## src/rtl/nonce_tx_arbiter.sv

```systemverilog
// Round-robin collector of 32-bit nonces from SLAVES sources onto one serial transmitter.
// Edge at N -> pending at N+1 -> serial_send/golden_nonce at N+2; serial_busy holds off further grants.
module nonce_tx_arbiter #(
   parameter int SLAVES = 2,
   parameter int CNT_W  = 16
) (
   input  logic                 clk,
   input  logic                 reset,
   input  logic [SLAVES-1:0]    new_nonces,
   input  logic [SLAVES*32-1:0] slave_nonces,
   input  logic                 serial_busy,
   output logic                 serial_send,
   output logic [31:0]          golden_nonce,
   output logic [SLAVES-1:0]    pending,
   output logic [SLAVES-1:0]    overrun,
   output logic [CNT_W-1:0]     sent_count
);
   localparam int GW = (SLAVES > 1) ? $clog2(SLAVES) : 1;

   typedef enum logic [1:0] {IDLE, SEND, WAIT_BUSY, WAIT_DONE} state_t;

   state_t            state_q;
   logic              serial_send_q;
   logic [31:0]       golden_q;
   logic [SLAVES-1:0] pending_q, pending_d;
   logic [SLAVES-1:0] overrun_q, overrun_d;
   logic [SLAVES-1:0] prev_q;
   logic [SLAVES-1:0] edge_v;
   logic [SLAVES-1:0] load;
   logic [CNT_W-1:0]  count_q;
   logic [GW-1:0]     last_q;
   logic [GW-1:0]     gsel;
   logic              gvalid;
   logic              do_grant;
   logic [31:0]       hold_q [SLAVES];

   assign edge_v = new_nonces & ~prev_q;

   // Round-robin search starting one past the previous winner.
   always_comb begin
      int          idx;
      logic [GW-1:0] cand;
      gvalid = 1'b0;
      gsel   = '0;
      idx    = 0;
      cand   = '0;
      for (int k = 1; k <= SLAVES; k++) begin
         idx  = (int'(last_q) + k) % SLAVES;
         cand = GW'(idx);
         if (!gvalid && pending_q[cand]) begin
            gvalid = 1'b1;
            gsel   = cand;
         end
      end
   end

   assign do_grant = (state_q == IDLE) && gvalid && !serial_busy;

   // A granted slot is freed first, so an edge arriving in its grant cycle reloads it cleanly.
   always_comb begin
      pending_d = pending_q;
      overrun_d = overrun_q;
      load      = '0;
      for (int i = 0; i < SLAVES; i++) begin
         if (do_grant && (gsel == GW'(i))) begin
            pending_d[i] = 1'b0;
         end
         if (edge_v[i]) begin
            if (!pending_d[i]) begin
               load[i]      = 1'b1;
               pending_d[i] = 1'b1;
            end else begin
               overrun_d[i] = 1'b1;
            end
         end
      end
   end

   always_ff @(posedge clk) begin
      for (int i = 0; i < SLAVES; i++) begin
         if (load[i]) begin
            hold_q[i] <= slave_nonces[32*i +: 32];
         end
      end
   end

   always_ff @(posedge clk) begin
      if (reset) begin
         state_q       <= IDLE;
         serial_send_q <= 1'b0;
         golden_q      <= '0;
         pending_q     <= '0;
         overrun_q     <= '0;
         prev_q        <= '0;
         count_q       <= '0;
         last_q        <= GW'(SLAVES - 1);
      end else begin
         prev_q    <= new_nonces;
         pending_q <= pending_d;
         overrun_q <= overrun_d;
         case (state_q)
            IDLE: begin
               if (do_grant) begin
                  state_q       <= SEND;
                  serial_send_q <= 1'b1;
                  golden_q      <= hold_q[gsel];
                  last_q        <= gsel;
               end
            end
            SEND: begin
               state_q <= WAIT_BUSY;
               count_q <= count_q + 1'b1;
            end
            WAIT_BUSY: begin
               if (serial_busy) begin
                  state_q       <= WAIT_DONE;
                  serial_send_q <= 1'b0;
               end
            end
            WAIT_DONE: begin
               if (!serial_busy) begin
                  state_q <= IDLE;
               end
            end
            default: state_q <= IDLE;
         endcase
      end
   end

   assign serial_send  = serial_send_q;
   assign golden_nonce = golden_q;
   assign pending      = pending_q;
   assign overrun      = overrun_q;
   assign sent_count   = count_q;

endmodule

```

## config.mk

```make
export PLATFORM = sky130hd
export DESIGN_NAME = nonce_tx_arbiter
export DESIGN_NICKNAME = d
export VERILOG_FILES = /design/src/rtl/nonce_tx_arbiter.sv
export SDC_FILE = /design/constraint.sdc
export NUM_CORES = 1
export LEC_CHECK = 0
export ABC_CLOCK_PERIOD_IN_PS = 4100
export CAP_MARGIN = 20
export CELL_PAD_IN_SITES_DETAIL_PLACEMENT = 0
export CELL_PAD_IN_SITES_GLOBAL_PLACEMENT = 1
export CORE_MARGIN = 1.5
export CORE_UTILIZATION = 29
export CTS_CLUSTER_SIZE = 28
export DETAILED_ROUTE_END_ITERATION = 12
export PLACE_DENSITY = 0.66
export SLEW_MARGIN = 30
export SYNTH_ARGS = -nofsm -noshare
export SYNTH_HDL_FRONTEND = slang
export SYNTH_SLANG_ARGS = --single-unit
```

## constraint.sdc

```tcl
create_clock -name clk -period 4.1 [get_ports clk]
set_input_delay 0.615 -clock clk [delete_from_list [all_inputs] [get_ports clk]]
set_output_delay 0.615 -clock clk [all_outputs]
set_load 0.005 [all_outputs]
```

==> results_tabular.tex <==
\begin{tabular}{lr}
\hline
Metric & Value \\
\hline
\multicolumn{2}{l}{\textbf{Cells and area}} \\
\quad Area of all placed cells without fillers & between 0.006 and 0.007 mm² \\
\quad Number of inserted diodes & 0 \\
\quad Non-filler cells, final & around 620 \\
\quad Relative area change from synthesis to final layout & 47.14\% \\
\quad Final core occ & a little over two fifths \\
\quad Fraction of layout cells with a size suffix above 1 & about a tenth \\
\quad Final net count & around 500 \\
\multicolumn{2}{l}{\textbf{STA}} \\
\quad Maximum clock rate & approximately 0.42 GHz \\
\quad Final hold viol count & 0 \\
\quad Final max-slew violation count & 0 \\
\quad Total Negative Setup Slacks & 0 ns \\
\quad Worst slew pin tran & 0.6969 ns \\
\quad Unrepaired setup endpoints after global routing & no \\
\quad Fraction of the cycle the final worst path needs & between 50\% and 60\% \\
\quad Rel. slew slack & 53.49\% \\
\quad Final setup violation count & 0 \\
\quad Clock period minus final worst setup slack & 2.354 ns \\
\quad Final Skew & between 0.007 and 0.008 ns \\
\multicolumn{2}{l}{\textbf{Setup path}} \\
\quad Worst setup path class & in -> reg \\
\quad Kind of cell adding the most delay to the critical path & buffers and inverters \\
\quad Launching point of the worst reg2reg path & state\_q[0] \\
\quad Ordered list of cells on the worst path & clkdlybuf4s50\_1 -> nor2b\_4 -> nand3\_1 -> a21oi\_4 -> buf\_4 \\
\quad Buf/Inv on CP & 2 \\
\quad Logic depth of the worst setup path including buffers & 5 \\
\quad Register-to-Register Setup Slack & between 1.5 and 2 ns \\
\quad Data required, critical path & approximately 4.2 ns \\
\quad Critical Path Fanout Max & 19 \\
\quad Crit-path slowest cell & sky130\_fd\_sc\_hd\_\_clkdlybuf4s50\_1 \\
\quad Kind of start point of the critical path & input pin \\
\quad Destination of the worst register-to-register timing path & hold\_q[1][13] \\
\quad Largest stage delay, worst path & between 0.5 and 0.6 ns \\
\quad Crit path capture type & flip-flop \\
\quad Arrival time of data at the critical path endpoint & roughly 2.5 ns \\
\quad Worst reg-to-reg path cell count & 6 \\
\multicolumn{2}{l}{\textbf{Run status}} \\
\quad Result of the run & completed \\
\multicolumn{2}{l}{\textbf{Clocking}} \\
\quad TritonCTS clock tree & built \\
\quad Clock-pin transition on the worst setup and hold timing paths & around 0.060 ns \\
\quad Maximum level of the CTS H-tree & 4 \\
\quad Post-cts resize count & 0 \\
\quad Clk sinks & $\sim$120 \\
\quad Number of buffers added to fix hold violations after cts & 0 \\
\quad Clock buffer count from CTS & 17 \\
\quad Root cell of the clock tree & sky130\_fd\_sc\_hd\_\_clkbuf\_16 \\
\quad Setup bufs post-CTS & 0 \\
\quad Clock latency of the later-clocked register in the worst-skew pair & approximately 0.42 ns \\
\quad Max clock buf depth & 2 \\
\multicolumn{2}{l}{\textbf{Floorplan}} \\
\quad Die extent in y & 124.5 µm \\
\quad Cell Rows & 44 \\
\quad Die boundary width & approximately 120 µm \\
\quad Starting density of the core & 29.59\% \\
\quad Core area & 0.01448 mm² \\
\quad Top-Level Pins & $\sim$120 \\
\quad Die footprint & between 0.015 and 0.02 mm² \\
\multicolumn{2}{l}{\textbf{Global routing}} \\
\quad All-layer global routing usage & between 10\% and 20\% \\
\quad Number of antenna violations at the first check in global routing & 0 \\
\quad Overall overflow remaining after global route & 0 \\
\quad Wire length of the first global-routing pass & 15.68 mm \\
\quad Via count of the first global-routing pass & about 3000 \\
\quad Largest net degree at the start of global routing & 59 \\
\multicolumn{2}{l}{\textbf{Logic synthesis}} \\
\quad Multiplexer share of the synthesized area & less than 1\% \\
\quad Area leader, netlist & sky130\_fd\_sc\_hd\_\_edfxtp\_1 \\
\quad Adder-Cell Fraction of Synth Area & 1.460\% \\
\quad Fraction of the mapped netlist area in compound gates & under 10\% \\
\quad Share of the yosys chip area belonging to registers & between 70 and 80\% \\
\quad Post-synth net total & 376 \\
\quad Post-Synth XOR/XNOR Area & 2.658\% \\
\quad Simple-Gate Fraction of Synth Area & between 10\% and 20\% \\
\quad Mean instance size in the synthesized netlist & about 14 µm² \\
\quad Leading cell types by total area after synthesis & sky130\_fd\_sc\_hd\_\_edfxtp\_1 45\%, sky130\_fd\_sc\_hd\_\_dfxtp\_1 27\%, sky130\_fd\_sc\_hd\_\_a222oi\_1 7.5\%, sky130\_fd\_sc\_hd\_\_nor2\_1 4.5\%, sky130\_fd\_sc\_hd\_\_xor2\_1 2.2\% \\
\quad Post-synthesis instance area & roughly 0.0043 mm² \\
\quad Synth Instances & 302 \\
\quad Largest family of logic cells by synthesized area & simple AND/OR/NAND/NOR gates \\
\quad Number of synthesized flops with an enable pin & 64 \\
\quad Fraction of synthesis flops using an asynchronous set or reset pin & 0\% \\
\quad Commonest register cell after synthesis & sky130\_fd\_sc\_hd\_\_edfxtp\_1 \\
\quad Number of flip-flops and latches in the synthesized netlist & approximately 120 \\
\quad Area fraction of the dominant cell type after synthesis & between 40 and 50\% \\
\quad Yosys Warn Count & 0 \\
\quad Library cells used by synthesis & 39 \\
\multicolumn{2}{l}{\textbf{Drt}} \\
\quad Number of DRC violations after detailed routing & 0 \\
\quad Number of vias per cell & between 4 and 5 \\
\quad Wire length after detailed routing & just over 10 mm \\
\quad Routed len/inst & $\sim$16 µm \\
\quad Length of the first detailed-routing pass in iterations & 7 \\
\quad Number of nets still failing antenna checks after routing & 0 \\
\quad DR iter-0 viols & between 200 and 250 \\
\quad Routed via count & 2975 \\
\multicolumn{2}{l}{\textbf{Pwr}} \\
\quad Total power & approximately 0.0035 W \\
\quad Combinational Power Share & 13.4\% \\
\quad Static Leakage & roughly 2.2 nW \\
\quad VDD IR max & 302.9 µV \\
\quad Total net switching power & 0.0007913 W \\
\quad Clock share of power & $\sim$45\% \\
\quad Internal power & 0.002685 W \\
\quad Sw Ratio & a little under a quarter \\
\quad Power Density & 551.6 mW/mm² \\
\quad Sequential fraction of design power & a little over two fifths \\
\multicolumn{2}{l}{\textbf{Placement}} \\
\quad Standard cell area after detailed placement & 0.005657 mm² \\
\quad Count of input and output buffers & $\sim$120 \\
\quad Cell count after placement & 591 \\
\quad Half-perimeter wire length after placement & between 6 and 7 mm \\
\quad Placer Congestion & 0.7366 \\
\multicolumn{2}{l}{\textbf{Worst hold path}} \\
\quad Hold worst-path end & overrun[0] \\
\quad Worst min path class & reg -> reg \\
\quad Hold path start & overrun[0] \\
\quad WHS Path Cells & 2 \\
\multicolumn{2}{l}{\textbf{Run}} \\
\quad Number of max-cap violations & 0 \\
\hline
\end{tabular}
how the worst max path moves through the flow:
stage,startpoint,to
floorplan,serial_busy,hold_q[0][0]
global placement,serial_busy,hold_q[1][3]
detailed placement,serial_busy,hold_q[1][5]
CTS,serial_busy,hold_q[1][30]
global route,state_q[0],hold_q[1][0]
finish,serial_busy,hold_q[1][13]
layer usage:
| metal | routed length [µm] | track usage (%) | share of wire (%) | vias up |
|---|---|---|---|---|
| met4 | 220 | 7.302 | 2.2 | 0 |
| met3 | 645 | 4.338 | 6.4 | 17 |
| met2 | 4925 | 21.78 | 49 | 118 |
| met1 | 4334 | 15.97 | 43 | 1430 |
| met5 | 0 | 0 | 0 | - |
| li1 | - | - | - | 1410 |
logic make-up after synthesis:
kind of cell | Yosys count
AO/OA/AOI/OAI | 48
buffers and inverters | 23
XOR/XNOR | 13
adder cells (fa/ha/maj) | 5
AND/OR/NAND/NOR | 89
multiplexers | 2
flip-flops | 122
registers in the layout (all words and copies together), names as in the netlist:
| name | count |
|---|---|
| sent_count | 16 |
| hold_q | 64 |
| prev_q | 2 |
| last_q | 1 |
| serial_send | 1 |
| overrun | 2 |
| pending | 2 |
| golden_nonce | 32 |
| state_q | 2 |
through the flow:
step,worst slack (ns),hold slack [ns]
after floorplan,0.9376,0.4647
after global placement,1.323,0.4636
after detailed placement,1.276,0.4696
after CTS,1.715,0.4832
after global routing,1.619,0.5066
final,1.746,0.4769
worst register-to-register path, delay by kind of cell, from the launching register on:
kind / cells / cell delay, ns
fa+ha+maj: 1 / 0.26
simple gates: 2 / 0.43
compound gates: 1 / 0.50
buf+inv: 2 / 0.48
flops: 1 / 0.32
synth_stat cells (all sizes together) (4+ instances only):
master	n
ha	5
clkbuf	8
edfxtp	64
nor2	51
nand2	8
nor2b	4
a21oi	6
a222oi	32
dfxtp	58
inv	4
nand4	7
xor2	11
nand3	4
buf	11
cells in the final DEF (no fill, tap or decap), types with 3 or more instances in the layout:
cell type,instances
sky130_fd_sc_hd__a21oi_1,4
sky130_fd_sc_hd__a222oi_1,32
sky130_fd_sc_hd__and4_1,3
sky130_fd_sc_hd__buf_4,4
sky130_fd_sc_hd__bufinv_16,4
sky130_fd_sc_hd__clkbuf_16,17
sky130_fd_sc_hd__clkdlybuf4s50_1,120
sky130_fd_sc_hd__clkinv_2,4
sky130_fd_sc_hd__dfxtp_1,58
sky130_fd_sc_hd__edfxtp_1,64
sky130_fd_sc_hd__ha_1,5
sky130_fd_sc_hd__inv_1,4
sky130_fd_sc_hd__nand2_1,7
sky130_fd_sc_hd__nand3_1,3
sky130_fd_sc_hd__nand4_1,7
sky130_fd_sc_hd__nor2_1,50
sky130_fd_sc_hd__nor2b_1,3
sky130_fd_sc_hd__xor2_1,11
area by class of cell:
type / instances / area (µm²)
inverter: 4 / 15.01
fill: 1338 / 8175
clock inverter: 12 / 172.7
multi-input combinational: 157 / 1097
timing repair buffer: 125 / 1259
clock buffer: 20 / 446.7
tap: 184 / 230.2
sequential: 122 / 3083
power by group through the flow:
stage                     registers [W]  clock network [W]  logic [W]
after floorplan                 0.00147                  0   0.000238
after global placement          0.00148                  0   0.000454
after detailed placement        0.00148                  0   0.000461
after CTS                       0.00145            0.00159   0.000463
after global routing            0.00146            0.00165   0.000513
final                           0.00145            0.00156   0.000467
(Power assumes the default switching activity.)
